`src/rtl/cpu_fetch.sv`:
```
// LEGv8 instruction-fetch stage: holds the PC, keeps one imem request in flight,
// registers the returned word for decode, and handles branch redirects and HALT.
module cpu_fetch #(
  parameter int unsigned       ADDR_W   = 64,
  parameter logic [ADDR_W-1:0] RESET_PC = {ADDR_W{1'b0}}
) (
  input  logic              clk,
  input  logic              reset,
  output logic              imem_req,
  output logic [ADDR_W-1:0] imem_addr,
  input  logic [31:0]       imem_rdata,
  input  logic              imem_rvalid,
  output logic [31:0]       inst,
  output logic [10:0]       inst31_21,
  output logic [ADDR_W-1:0] inst_pc,
  output logic              inst_valid,
  input  logic              inst_ready,
  input  logic              branch_taken,
  input  logic [ADDR_W-1:0] branch_target,
  output logic              halted,
  output logic [ADDR_W-1:0] pc
);

  typedef enum logic [1:0] {
    ST_FETCH = 2'd0,
    ST_WAIT  = 2'd1,
    ST_HOLD  = 2'd2,
    ST_HALT  = 2'd3
  } state_t;

  localparam logic [10:0]       HALT_OP    = 11'h7FF;
  localparam logic [ADDR_W-1:0] PC_STEP    = {{(ADDR_W-3){1'b0}}, 3'b100};
  localparam logic [ADDR_W-1:0] ALIGN_MASK = {{(ADDR_W-2){1'b1}}, 2'b00};

  function automatic logic is_halt_op(input logic [31:0] word);
    return (word[31:21] == HALT_OP);
  endfunction

  state_t              state_r, state_s;
  logic [ADDR_W-1:0]   pc_r, pc_s;
  logic [31:0]         inst_r, inst_s;
  logic [ADDR_W-1:0]   inst_pc_r, inst_pc_s;
  logic                inst_valid_r, inst_valid_s;
  logic                halted_r, halted_s;
  logic                discard_r, discard_s;
  logic [ADDR_W-1:0]   target_s;

  assign target_s = branch_target & ALIGN_MASK;

  // Next-state and datapath update; a redirect outranks every other transition
  always_comb begin
    state_s      = state_r;
    pc_s         = pc_r;
    inst_s       = inst_r;
    inst_pc_s    = inst_pc_r;
    inst_valid_s = inst_valid_r;
    halted_s     = halted_r;
    discard_s    = discard_r;
    case (state_r)
      ST_FETCH: begin
        state_s = ST_WAIT;
        if (branch_taken) begin
          // the old-pc request still goes out, so its answer must be dropped
          pc_s      = target_s;
          discard_s = 1'b1;
        end else begin
          discard_s = discard_r;
        end
      end
      ST_WAIT: begin
        if (branch_taken) begin
          pc_s = target_s;
          if (imem_rvalid) begin
            discard_s = 1'b0;
            state_s   = ST_FETCH;
          end else begin
            discard_s = 1'b1;
            state_s   = ST_WAIT;
          end
        end else if (imem_rvalid) begin
          if (discard_r) begin
            discard_s = 1'b0;
            state_s   = ST_FETCH;
          end else if (is_halt_op(imem_rdata)) begin
            halted_s = 1'b1;
            state_s  = ST_HALT;
          end else begin
            inst_s       = imem_rdata;
            inst_pc_s    = pc_r;
            pc_s         = pc_r + PC_STEP;
            inst_valid_s = 1'b1;
            state_s      = ST_HOLD;
          end
        end else begin
          state_s = ST_WAIT;
        end
      end
      ST_HOLD: begin
        if (branch_taken) begin
          pc_s         = target_s;
          inst_valid_s = 1'b0;
          state_s      = ST_FETCH;
        end else if (inst_ready) begin
          inst_valid_s = 1'b0;
          state_s      = ST_FETCH;
        end else begin
          state_s = ST_HOLD;
        end
      end
      ST_HALT: begin
        inst_valid_s = 1'b0;
        halted_s     = 1'b1;
        state_s      = ST_HALT;
      end
      default: begin
        inst_valid_s = 1'b0;
        state_s      = ST_FETCH;
      end
    endcase
  end

  // State and datapath registers
  always_ff @(posedge clk or posedge reset) begin
    if (reset) begin
      state_r      <= ST_FETCH;
      pc_r         <= RESET_PC;
      inst_r       <= 32'd0;
      inst_pc_r    <= {ADDR_W{1'b0}};
      inst_valid_r <= 1'b0;
      halted_r     <= 1'b0;
      discard_r    <= 1'b0;
    end else begin
      state_r      <= state_s;
      pc_r         <= pc_s;
      inst_r       <= inst_s;
      inst_pc_r    <= inst_pc_s;
      inst_valid_r <= inst_valid_s;
      halted_r     <= halted_s;
      discard_r    <= discard_s;
    end
  end

  // Request is a pure decode of the FETCH state, held off while reset is asserted
  assign imem_req   = (state_r == ST_FETCH) && !reset;
  assign imem_addr  = imem_req ? pc_r : {ADDR_W{1'b0}};
  assign inst       = inst_r;
  assign inst31_21  = inst_r[31:21];
  assign inst_pc    = inst_pc_r;
  assign inst_valid = inst_valid_r;
  assign halted     = halted_r;
  assign pc         = pc_r;

endmodule

```
`config.mk`:
```
export PLATFORM = sky130hd
export DESIGN_NAME = cpu_fetch
export DESIGN_NICKNAME = d
export VERILOG_FILES = /design/src/rtl/cpu_fetch.sv
export SDC_FILE = /design/constraint.sdc
export NUM_CORES = 1
export LEC_CHECK = 0
export ABC_AREA = 0
export CAP_MARGIN = 10
export CORE_ASPECT_RATIO = 1.2
export CORE_UTILIZATION = 47
export CTS_CLUSTER_SIZE = 28
export DETAILED_ROUTE_END_ITERATION = 10
export PLACE_DENSITY = 0.85
export SLEW_MARGIN = 15
export SYNTH_ARGS = -nofsm -noshare
export SYNTH_HDL_FRONTEND = slang
export SYNTH_SLANG_ARGS = --single-unit
```
`constraint.sdc`:
```
create_clock -name clk -period 9.2 [get_ports clk]
set_clock_uncertainty 0.15 [all_clocks]
set_input_delay 1.84 -clock clk [delete_from_list [all_inputs] [get_ports clk]]
set_output_delay 1.84 -clock clk [all_outputs]
set_load 0.01 [all_outputs]
```
==> flow_metrics.tcl, run 1 <==
set metrics [dict create \
    powerDensity_nw_per_um2 341.1 \
    clk_pin_slew_ns 0.06 \
    cts_root_buffer "clkbuf_16" \
    die-area_sq_um 18520 \
    wirelength_mm 29.12 \
    ctsResizeCount 0 \
    gp_congestion 0.9577 \
    p_clk_frac 0.168 \
    placed_cell_area_sq_um 11750 \
    die_w_microns 124.4 \
    die_height_microns 148.9 \
    ioPinCount 339 \
    final_cell_mix "nand2_1, clkdlybuf4s50_1, dfrtp_1" \
    crit_family "buffers and inverters" \
    dr.pass1.iters 5 \
    pwr-share-comb 0.477 \
    slowest_delay_ns 0.55 \
    syn-instance-count 1050 \
    vias 8903 \
    slew_headroom 0.2455 \
    clock_latency_ns 0.43 \
    path_max_fanout 63 \
    synth_flop_cell "dfrtp_1" \
    grt_max_degree 109 \
    cts_hold_buf 0 \
    cts_tree "yes" \
    ant_nets 0 \
    track_usage 0.3147 \
    p_sw_mw 1.730 \
    cts_buffer_depth 2 \
    synth_top_family_by_area "simple AND/OR/NAND/NOR gates" \
    crit_required_ns 7.21 \
    synth_edf_count 0 \
    post-route-min-period_ns 5.734 \
    crit_path_end_kind "output port" \
    yosys.area.top_type "dfrtp_1" \
    area_growth_pct 45.94 \
    core_sq_um 17570 \
    synthArstFlopShare 1.000 \
    grt_pass1_wl_mm 46.19 \
    cpMostUsedCell "clkdlybuf4s50_1" \
    yosys_warnings 0 \
    antenna_found_initial 1 \
    drt-vias-per-instance 5.711 \
    p_int_mw 2.476 \
    synth-compound-area-share 0.1429 \
    post_cts_buffers 0 \
    synth.area.mux_share 0.003702 \
    synth_area_sq_um 8449 \
    synthAdderAreaFrac 0.001481 \
    start_util 0.4808 \
    stdcell_area_sq_um 12330 \
    clkSinkCount 161 \
    hold_viol 0 \
    setup_viol 0 \
    grt_pass1_vias 8556 \
    first_iter_violations 781 \
    hold_class "flip-flop to flip-flop" \
    drive_above_1_share 0.04634 \
    drv_cap 0 \
    hpwl_mm 19.82 \
    clock.fmax_mhz 174.4 \
    avgSynthCellArea_sq_um 8.047 \
    switching_share 0.4113 \
    critPathKind "input pin to output port" \
    critPathLaunchType "input pin" \
    min_period_over_period 0.6233 \
    power.leakage_nw 5.295 \
    tightest_slew_ns 1.132 \
    tns_ns 0 \
    seq_power_share 0.355 \
    crit_buf_inv 3 \
    ys_ff_latch 161 \
    ys_top_cells_by_area "dfrtp_1, nand2_1, and2_1" \
    ys_seq_area_frac 0.4768 \
    cts_max_level 4 \
    rsz0062_at_grt "no" \
    status "complete, no violations" \
    rows 53 \
    synth_xor_xnor_area_share 0 \
    peakVddDrop_mv 0.1811 \
    port_buffers 330 \
    arrival_ns 3.74 \
    yosysTopAreaCellShare 0.4768 \
    numCtsBuffers 17 \
    synth_cell_type_count 62 \
    final_nets 1427 \
    maxSlewViolCount 0 \
    crit_path_cell_trace "clkdlybuf4s50_1 > nor3_2 > buf_4 > and2_1 > clkdlybuf4s50_1" \
    drcViolationCount 0 \
    cp_slowest_cell "clkdlybuf4s50_1" \
    yosys.area_share.simple 0.3228 \
    post_drt_wl_per_cell_microns 18.68 \
    grt_overflow_total 0 \
]
[cell families (layout without fill, tap and decap cells)]
group           Yosys count  after routing
simple gates            591            591
other cells               1              7
compound gates          195            195
mux                       3              3
buf+inv                  98            381
flops                   161            161
fa+ha+maj                 1              1
[final cells by class]
| class | instances | area, sq um |
|---|---|---|
| Clock buffer | 20 | 456.7 |
| Timing Repair Buffer | 338 | 3363 |
| Antenna cell | 1 | 2.502 |
| Fill cell | 1380 | 5243 |
| Inverter | 11 | 46.29 |
| Clock inverter | 12 | 123.9 |
| Sequential cell | 161 | 4029 |
| Multi-Input combinational cell | 796 | 4034 |
| Tap cell | 220 | 275.3 |
[power by group through the flow]
| stage | Clock, mW | Combinational (mW) | Sequential [mW] |
|---|---|---|---|
| after detailed placement | 0 | 2.00 | 1.49 |
| after global routing | 0.742 | 2.18 | 1.54 |
| after global placement | 0 | 1.95 | 1.47 |
| after floorplan | 0 | 0.894 | 1.48 |
| after CTS | 0.712 | 2.01 | 1.48 |
| final | 0.707 | 2.01 | 1.49 |
[routing by layer]
metal	track usage	vias up	routed length (microns)
li1	-	4108	-
met1	0.3899	4275	11630
met2	0.5221	447	14530
met3	0.06277	73	1925
met4	0.1639	0	1039
met5	0	-	0
[sequential cells by signal, indices dropped and copies added (netlist names)]
name / flops
discard_r: 1
inst: 32
state_r: 2
inst_pc: 62
pc: 62
halted: 1
inst_valid: 1
[worst reg2reg max path, stage by stage (launching register included)]
cell,delay [ns]
dfrtp_1,0.50
ha_1,0.31
nand4_1,0.32
nor4_4,0.66
nand3_2,0.39
nor4_1,0.76
a21oi_1,0.13
a311o_1,0.30
[synthesized netlist by cell type (5+ instances only)]
library cell  count
or3_1             5
o22a_1            9
nand4_1          21
o21ai_0          43
and3_1           17
nor2_1           55
a21oi_1          70
clkbuf_1         64
nand2_1         331
nor3_1           23
and2_1           66
a2bb2oi_1        12
o22ai_1          15
dfrtp_1         161
a31oi_1          12
nor4_1            7
nand3_1          38
buf_4            18
inv_1            11
[worst paths after layout]
kind | from | endpoint | slack, ns | cells after the start
min in group asynchronous | reset | inst_pc[55]$_DFFE_PP0P_ | 1.94 | 2
max in group asynchronous | reset | inst_pc[58]$_DFFE_PP0P_ | 5.64 | 3
setup / recovery | reset | imem_addr[9] | 3.47 | 5
hold reg to reg | inst_pc[8]$_DFFE_PP0P_ | inst_pc[8]$_DFFE_PP0P_ | 0.32 | 2
setup reg to reg | pc[2]$_DFFE_PP0P_ | pc[60]$_DFFE_PP0P_ | 5.56 | 7
hold / removal | inst_pc[8]$_DFFE_PP0P_ | inst_pc[8]$_DFFE_PP0P_ | 0.32 | 2
[metrics by stage]
stage / utilization / worst slack [ns] / power [mW] / instances / hold WS, ns
after floorplan: - / 2.862 / 2.373 / 1055 / 0.3182
after global placement: 0.6685 / 3.507 / 3.422 / 1526 / 0.3023
after detailed placement: 0.6685 / 3.459 / 3.488 / 1526 / 0.3118
after CTS: 0.7015 / 3.454 / 4.204 / 1558 / 0.3280
after global routing: 0.7017 / 3.363 / 4.461 / 1559 / 0.3444
final: 0.7017 / 3.466 / 4.205 / 1559 / 0.3243
No activity file was read; power rests on OpenSTA's default activity.
==> run 2, diff against run 1 <==
- CORE_UTILIZATION: 47 -> 44
- PLACE_DENSITY: 0.85 -> 0.8
- clock period: 9.2 -> 5.6 ns (I/O delays scaled with it)
==> flow_metrics.tcl, run 2 (synthesis gave the netlist of run 1 again) <==
set metrics [dict create \
    final_cell_mix "nand2_1, clkdlybuf4s50_1, dfrtp_1" \
    cts_buffer_depth 2 \
    wirelength_mm 28.50 \
    port_buffers 330 \
    ant_nets 0 \
    top_layer "met4" \
    cts_root_buffer "clkbuf_16" \
    setup_viol 0 \
    grt_pass1_wl_mm 44.95 \
    maxSlewViolCount 0 \
    powerDensity_nw_per_um2 559.0 \
    slew_headroom 0.1931 \
    grt_max_degree 86 \
    drive_above_1_share 0.05279 \
    hold_viol 0 \
    core_sq_um 18860 \
    post_cts_buffers 0 \
    routed-wl-met2_mm 14.28 \
    final_nets 1434 \
    critPathLaunchType "input pin" \
    gp_congestion 0.9286 \
    fin_util 0.6629 \
    track_usage 0.2910 \
    clock.fmax_mhz 232.1 \
    wl_met1_mm 11.11 \
    critPathKind "input pin to output port" \
    post-route-min-period_ns 4.308 \
    ioPinCount 339 \
    area_growth_pct 47.93 \
    rows 55 \
    drv_cap 0 \
    antenna_found_initial 1 \
    clk_pin_slew_ns 0.07 \
    wl_met3_mm 2.302 \
    die_w_microns 128.5 \
    cts_tree "yes" \
    fillers 1615 \
    die_height_microns 153.8 \
    clock_latency_ns 0.43 \
    path_max_fanout 63 \
    cts_max_level 4 \
    dr.pass1.iters 8 \
    cts_hold_buf 0 \
    post_drt_wl_per_cell_microns 17.79 \
    start_util 0.4481 \
    hpwl_mm 20.10 \
    grt_overflow_total 0 \
    clkSinkCount 161 \
    ctsResizeCount 0 \
    crit_required_ns 4.33 \
    tightest_slew_ns 1.199 \
    finalPower_mw 6.987 \
    die-area_sq_um 19760 \
    drt-vias-per-instance 5.483 \
    first_iter_violations 642 \
    min_period_over_period 0.7692 \
    rsz0062_at_grt "no" \
    numCtsBuffers 17 \
    peakVddDrop_mv 0.2599 \
    status "complete, no violations" \
    arrival_ns 3.04 \
    fin_hold_ws_ns 0.3227 \
    drcViolationCount 0 \
    power.leakage_nw 5.367 \
    grt_pass1_vias 8515 \
    vias 8784 \
    tns_ns 0 \
    hold_class "flip-flop to flip-flop" \
    crit_path_end_kind "output port" \
]
run 2: changes by cell type in the layout (fill, tap and decap cells not counted), sizes merged:
cell	previous run	this run
inv	16	17
clkinvlp	4	2
clkbuf	20	17
clkinv	2	4
buf	8	15
bufinv	1	3
run 2: metal layers:
layer / track usage / vias up
met1: 0.3482 / 4206
met3: 0.06576 / 48
met2: 0.5012 / 405
met5: 0 / -
li1: - / 4125
met4: 0.1188 / 0
run 2: worst paths after layout:
| check | start | end | slack (ns) | depth (start not counted) |
|---|---|---|---|---|
| min in group asynchronous | reset | inst_pc[55]$_DFFE_PP0P_ | 1.01 | 2 |
| max | reset | imem_addr[24] | 1.29 | 5 |
| max in group asynchronous | reset | pc[17]$_DFFE_PP0P_ | 3.43 | 3 |
| min | inst_pc[45]$_DFFE_PP0P_ | inst_pc[45]$_DFFE_PP0P_ | 0.32 | 2 |
| min reg2reg | inst_pc[45]$_DFFE_PP0P_ | inst_pc[45]$_DFFE_PP0P_ | 0.32 | 2 |
| max reg2reg | pc[2]$_DFFE_PP0P_ | pc[60]$_DFFE_PP0P_ | 1.93 | 7 |
run 2: worst max-delay path, stage by stage:
cell and delay [ns]:
clkdlybuf4s50_1 0.48, nor3_2 0.15, buf_4 0.49, and2_2 0.23, clkdlybuf4s50_1 0.53
run 2: layout make-up:
cell class	instances	area, sq um	area share
clock inverter	15	200.2	0.01602
antenna	1	2.502	0.0002002
inverter	11	45.04	0.003604
multi-input combinational	796	4036	0.3229
tap	256	320.3	0.02563
timing repair buffer	345	3441	0.2753
clock buffer	17	425.4	0.03403
sequential	161	4029	0.3223
run 2: through the flow:
stage	setup slack, ns	cell area (sq um)	instances
after floorplan	2.265	8472	1055
after global placement	1.046	11870	1569
after detailed placement	1.015	11870	1569
after CTS	1.289	12500	1601
after global routing	1.171	12500	1602
final	1.292	12500	1602
run 2: power breakdown:
group / switching (mW) / total (mW) / internal [mW]
sequential: 0.710 / 2.43 / 1.72
combinational: 1.59 / 3.31 / 1.72
clock: 0.534 / 1.25 / 0.718
